===== config.mk =====
export PLATFORM = sky130hd
export DESIGN_NAME = instr_fetch_queue
export DESIGN_NICKNAME = d
export VERILOG_FILES = /design/src/rtl/proc_pkg.sv /design/src/rtl/instr_fetch_queue_sync_fifo.sv /design/src/rtl/instr_fetch_queue.sv
export SDC_FILE = /design/constraint.sdc
export NUM_CORES = 1
export LEC_CHECK = 0
export ABC_AREA = 1
export BUFFER_PORTS_ARGS = -buffer_cell sky130_fd_sc_hd__buf_2
export CAP_MARGIN = 20
export CORE_MARGIN = 4
export CORE_UTILIZATION = 53
export DETAILED_ROUTE_END_ITERATION = 8
export PLACE_DENSITY = 0.77
export SLEW_MARGIN = 0
export SYNTH_ARGS = -nofsm -noshare
export SYNTH_HDL_FRONTEND = slang
export SYNTH_SLANG_ARGS = --single-unit

===== constraint.sdc =====
create_clock -name clk -period 2.2 [get_ports clk]
set_input_delay 0.33 -clock clk [delete_from_list [all_inputs] [get_ports clk]]
set_output_delay 0.33 -clock clk [all_outputs]
set_load 0.05 [all_outputs]

===== src/rtl/proc_pkg.sv =====
// -----------------------------------------------------------------------------
// proc_pkg
// Shared definitions for the processor core and its instruction feeder:
// instruction and byte widths, instruction field positions, the register-write
// opcode, and the two states of the byte-to-instruction assembler.
// No ports (package only).
// -----------------------------------------------------------------------------
package proc_pkg;

  localparam int INST_W = 16;
  localparam int BYTE_W = 8;

  // Instruction field positions (lsb/msb of each field)
  localparam int OPCODE_LSB = 0;
  localparam int OPCODE_MSB = 2;
  localparam int FUNC_LSB   = 3;
  localparam int FUNC_MSB   = 6;
  localparam int RS2_LSB    = 7;
  localparam int RS2_MSB    = 9;
  localparam int RS1_LSB    = 10;
  localparam int RS1_MSB    = 12;
  localparam int RD_LSB     = 13;
  localparam int RD_MSB     = 15;

  localparam logic [2:0] OP_REGWRITE = 3'b011;

  // Assembler states: waiting for the low byte, or holding it and waiting
  // for the high byte.
  localparam logic [0:0] ASM_LOW  = 1'b0;
  localparam logic [0:0] ASM_HIGH = 1'b1;

  // Extract the opcode field of an instruction word.
  function automatic logic [2:0] instOpcode(input logic [INST_W-1:0] inst);
    return inst[OPCODE_MSB:OPCODE_LSB];
  endfunction

endpackage


===== src/rtl/instr_fetch_queue_sync_fifo.sv =====
// -----------------------------------------------------------------------------
// sync_fifo
// Parameterized first-word-fall-through queue. The head entry is always
// presented combinationally on data_o; a pop advances to the next entry in
// the same edge. Flush empties the queue and rewinds both pointers.
// Ports:
//   clk, rst        clock and asynchronous active-high reset
//   flush_i         synchronous flush, wins over push and pop
//   push_i, data_i  write data_i when not full
//   pop_i           drop the head entry when not empty
//   data_o          head entry (stale when empty)
//   level_o         number of stored entries (0..DEPTH)
//   full_o, empty_o level == DEPTH / level == 0
// -----------------------------------------------------------------------------
module sync_fifo #(
  parameter int DEPTH = 4,
  parameter int WIDTH = 16
) (
  input  logic                     clk,
  input  logic                     rst,
  input  logic                     flush_i,
  input  logic                     push_i,
  input  logic                     pop_i,
  input  logic [WIDTH-1:0]         data_i,
  output logic [WIDTH-1:0]         data_o,
  output logic [$clog2(DEPTH):0]   level_o,
  output logic                     full_o,
  output logic                     empty_o
);

  localparam int PTR_W = $clog2(DEPTH);
  localparam int LVL_W = PTR_W + 1;

  logic [WIDTH-1:0] mem_q [DEPTH];
  logic [PTR_W-1:0] wrPtr_q, wrPtr_d;
  logic [PTR_W-1:0] rdPtr_q, rdPtr_d;
  logic [LVL_W-1:0] level_q, level_d;
  logic             pushEn;
  logic             popEn;

  assign full_o  = (level_q == LVL_W'(DEPTH));
  assign empty_o = (level_q == '0);
  assign level_o = level_q;
  assign data_o  = mem_q[rdPtr_q];

  // Requests are gated here so a pop on an empty queue or a push on a full
  // one leaves pointers and level untouched.
  assign pushEn = push_i && !full_o;
  assign popEn  = pop_i && !empty_o;

  // Next pointer and level. Pointers wrap naturally because DEPTH is a power
  // of two; a simultaneous push and pop leaves the level unchanged.
  always_comb begin
    wrPtr_d = wrPtr_q;
    rdPtr_d = rdPtr_q;
    level_d = level_q;
    if (flush_i) begin
      wrPtr_d = '0;
      rdPtr_d = '0;
      level_d = '0;
    end else begin
      if (pushEn) wrPtr_d = wrPtr_q + 1'b1;
      if (popEn)  rdPtr_d = rdPtr_q + 1'b1;
      case ({pushEn, popEn})
        2'b10:   level_d = level_q + 1'b1;
        2'b01:   level_d = level_q - 1'b1;
        default: level_d = level_q;
      endcase
    end
  end

  // Pointer and level registers.
  always_ff @(posedge clk or posedge rst) begin
    if (rst) begin
      wrPtr_q <= '0;
      rdPtr_q <= '0;
      level_q <= '0;
    end else begin
      wrPtr_q <= wrPtr_d;
      rdPtr_q <= rdPtr_d;
      level_q <= level_d;
    end
  end

  // Storage is cleared on reset so the head reads as zero straight out of
  // reset; flush only rewinds pointers and leaves contents stale.
  always_ff @(posedge clk or posedge rst) begin
    if (rst) begin
      for (int i = 0; i < DEPTH; i++) mem_q[i] <= '0;
    end else if (!flush_i && pushEn) begin
      mem_q[wrPtr_q] <= data_i;
    end
  end

endmodule


===== src/rtl/instr_fetch_queue.sv =====
// -----------------------------------------------------------------------------
// instr_fetch_queue
// Assembles 16-bit instructions from a byte stream (low byte first), queues
// them in a FWFT FIFO and presents them to the core on a valid/ready pair.
// Ports:
//   clk, rst       clock and asynchronous active-high reset
//   flush          synchronous flush of the queue and any held low byte
//   byte_in        incoming instruction byte
//   byte_valid     byte_in is valid
//   byte_ready     byte accepted on byte_valid && byte_ready
//   inst_out       head instruction, bits [7:0] are the low byte
//   inst_valid     queue not empty
//   inst_ready     core consumes the head on inst_valid && inst_ready
//   level          number of queued instructions
//   half_pending   a low byte is held and the high byte is awaited
// -----------------------------------------------------------------------------
module instr_fetch_queue
  import proc_pkg::*;
#(
  parameter int DEPTH = 4
) (
  input  logic                   clk,
  input  logic                   rst,
  input  logic                   flush,
  input  logic [BYTE_W-1:0]      byte_in,
  input  logic                   byte_valid,
  output logic                   byte_ready,
  output logic [INST_W-1:0]      inst_out,
  output logic                   inst_valid,
  input  logic                   inst_ready,
  output logic [$clog2(DEPTH):0] level,
  output logic                   half_pending
);

  logic [0:0]        state_q, state_d;
  logic [BYTE_W-1:0] hold_q, hold_d;
  logic              fifoFull;
  logic              fifoEmpty;
  logic              byteFire;
  logic              fifoPush;

  // In HIGH the byte can only be taken if the queue has room; this looks at
  // the registered fullness only, so a same-cycle pop never frees a slot for
  // the push and there is no path from inst_ready to byte_ready.
  assign byte_ready   = (state_q == ASM_LOW) || !fifoFull;
  assign half_pending = (state_q == ASM_HIGH);
  assign inst_valid   = !fifoEmpty;

  assign byteFire = byte_valid && byte_ready && !flush;
  assign fifoPush = byteFire && (state_q == ASM_HIGH);

  // Assembler next state: each accepted byte toggles between LOW and HIGH;
  // flush drops any held low byte and returns to LOW.
  always_comb begin
    state_d = state_q;
    hold_d  = hold_q;
    if (flush) begin
      state_d = ASM_LOW;
      hold_d  = '0;
    end else if (byteFire) begin
      if (state_q == ASM_LOW) begin
        hold_d  = byte_in;
        state_d = ASM_HIGH;
      end else begin
        state_d = ASM_LOW;
      end
    end
  end

  // Assembler state and holding register.
  always_ff @(posedge clk or posedge rst) begin
    if (rst) begin
      state_q <= ASM_LOW;
      hold_q  <= '0;
    end else begin
      state_q <= state_d;
      hold_q  <= hold_d;
    end
  end

  sync_fifo #(
    .DEPTH (DEPTH),
    .WIDTH (INST_W)
  ) u_fifo (
    .clk     (clk),
    .rst     (rst),
    .flush_i (flush),
    .push_i  (fifoPush),
    .pop_i   (inst_ready),
    .data_i  ({byte_in, hold_q}),
    .data_o  (inst_out),
    .level_o (level),
    .full_o  (fifoFull),
    .empty_o (fifoEmpty)
  );

endmodule


==> flow_summary.json <==
{
  "tns_ns": 0,
  "h-tree-depth": 3,
  "setup_viol": 0,
  "critPathLaunch": "u_fifo.rdPtr_q[1]",
  "path_clk_slew_ns": 0.08,
  "grt_pass1_vias": 2845,
  "fin_crit_sh_pct": 96.2,
  "synthCells": 391,
  "period_needed_ns": 2.12,
  "final_util_pct": 61.7,
  "ys_warn_count": 0,
  "cts_resized": 0,
  "gr-usage-all-layers_pct": 19.6,
  "grt_overflow": 0,
  "post-cts-setup-buffers": 0,
  "rsz0062_at_grt": "no",
  "vias": 2776,
  "cellLeakagePower_nw": 2.08,
  "multi_input_area_um2": 1570,
  "crit_required_ns": 1.87,
  "dpl_cell_area_um2": 4110,
  "numCtsBuffers": 9,
  "yosysSeqAreaShare_pct": 51.7,
  "grt_pass1_wl_um": 13300,
  "dp_worst_setup_slack_ns": 0.302,
  "grt_antenna_before_repair": 0,
  "vias_per_cell": 5.29,
  "drive_above_1_share_pct": 22.4,
  "cts_num_sinks": 80,
  "final_nets": 442,
  "fin_ws_ns": 0.0840,
  "crit_path_end_kind": "output port",
  "nFillCells": 582,
  "dp_hpwl_um": 5280,
  "io_pins": 35,
  "place_inst": 509,
  "stdcell_count": 525,
  "gp_congestion": 0.787,
  "post-route-cell-area_um2": 4280,
  "power_mw": 4.92,
  "synth_nets": 409,
  "slew_violations": 0,
  "clock_path_buffers": 2,
  "drt_pre_antenna_iters": 4,
  "area_delta_synth_final_pct": 10.5,
  "layout_common_cells": "dfrtp_1 (80), o21ai_0 (59), nand2_1 (53)",
  "die-area_um2": 8740,
  "syn_area_um2": 3870,
  "layout.area.seq_um2": 2000,
  "powerDensity_nw_per_um2": 1150,
  "worst_slew_pin_slew_ns": 0.676,
  "startpoint_type": "flop",
  "max_freq_ghz": 0.473,
  "timing.hold.ws_ns": 0.0730,
  "hold_path.class": "in2async",
  "layout_commonest_cell": "dfrtp_1",
  "maxCapViolations": 0,
  "status": "finished, final reports clean",
  "synth_seq_cells": 80,
  "ant_nets": 0,
  "routed_wl_um": 7860,
  "peakVddDrop_mv": 0.600,
  "ctsHoldBuffers": 0,
  "grt_max_degree": 30,
  "relSlewSlack_pct": 54.8,
  "drt_iter0_markers": 85,
  "drcViolationCount": 0,
  "synth_cell_types": 26,
  "io_buffers": 34,
  "cp.arrival_ns": 1.79,
  "skew_ns": 0.00812,
  "coreArea_um2": 6940,
  "die_h_um": 93.5,
  "clk_latency_ns": 0.35,
  "cts_tree": "built",
  "critPathKind": "reg2out",
  "hold_violations": 0,
  "cp_max_fo": 11,
  "r2r-start": "u_fifo.level_o[2]",
  "cts-root-buf": "clkbuf_8",
  "die-width_um": 93.5,
  "avgSynthCellArea_um2": 9.91,
  "row_count": 30,
  "n_antenna_cell": 0,
  "start_util_pct": 55.8,
  "wl_per_cell_um": 15.0
}
==> final timing paths <==
check / slack (ns) / depth (start not counted) / to
setup / recovery: 0.08 / 5 / inst_out[0]
hold / removal: 0.07 / 2 / u_fifo.mem_q[4]
setup reg to reg: 0.38 / 7 / u_fifo.level_o[1]
hold reg to reg: 0.49 / 1 / u_fifo.mem_q[32]
max in group asynchronous: 1.58 / 3 / u_fifo.mem_q[26]
min in group clk: 0.26 / 4 / u_fifo.level_o[2]
==> logic make-up (layout without fill, tap and decap cells) <==
kind of cell    count (synthesis)  in the layout  share of synthesized area (%)
compound gates                120            120                           17.4
flops                          80             80                           51.7
mux                            25             25                           8.43
fa+ha+maj                       5              5                           1.81
simple gates                  100            100                           12.9
buf+inv                        61             99                           7.75
==> final cells by class <==
| type | instances | area share (%) |
|---|---|---|
| inverter | 39 | 3.51 |
| multi-input combinational | 250 | 36.7 |
| clock buffer | 12 | 3.39 |
| clock inverter | 4 | 0.468 |
| timing repair buffer | 44 | 6.37 |
| tap | 96 | 2.81 |
| sequential | 80 | 46.8 |
==> state kept, by name (all words and copies together), names as in the netlist <==
name and cells:
u_fifo.level_o 3, u_fifo.rdPtr_q 2, half_pending 1, u_fifo.mem_q 64
u_fifo.wrPtr_q 2, hold_q 8
==> where the power goes <==
part,internal [mW],switching (mW),total [mW]
logic,0.600,1.40,2.00
clock network,0.434,0.496,0.930
registers,1.80,0.183,1.98
total,2.83,2.08,4.92
==> worst max-delay path, cell delays in order (launching register included) <==
cell	delay, ns
dfrtp_1	0.40
inv_1	0.23
buf_4	0.24
o21ai_0	0.10
o22ai_1	0.17
buf_2	0.30
==> cells in the mapped netlist, drive strengths merged <==
library cell  count  area [um2]
nand2            55         225
mux2             25         327
fa                1        20.0
inv              39         146
ha                4        50.1
dfrtp            80        2000
buf              15         128
nand4             1        6.26
a21boi            1        7.51
a21oi            17        85.1
nand3            18        90.1
o22ai             2        12.5
nor2             26         178
o21ai            75         383
o21a             25         188
clkbuf            7        26.3
==> per-layer routing <==
layer	global-route usage [%]	wire (um)
met3	6.03	404
met2	31.9	3900
met4	6.59	128
met5	0	0
met1	24.9	3420
Power figures use the tool's default switching activity.
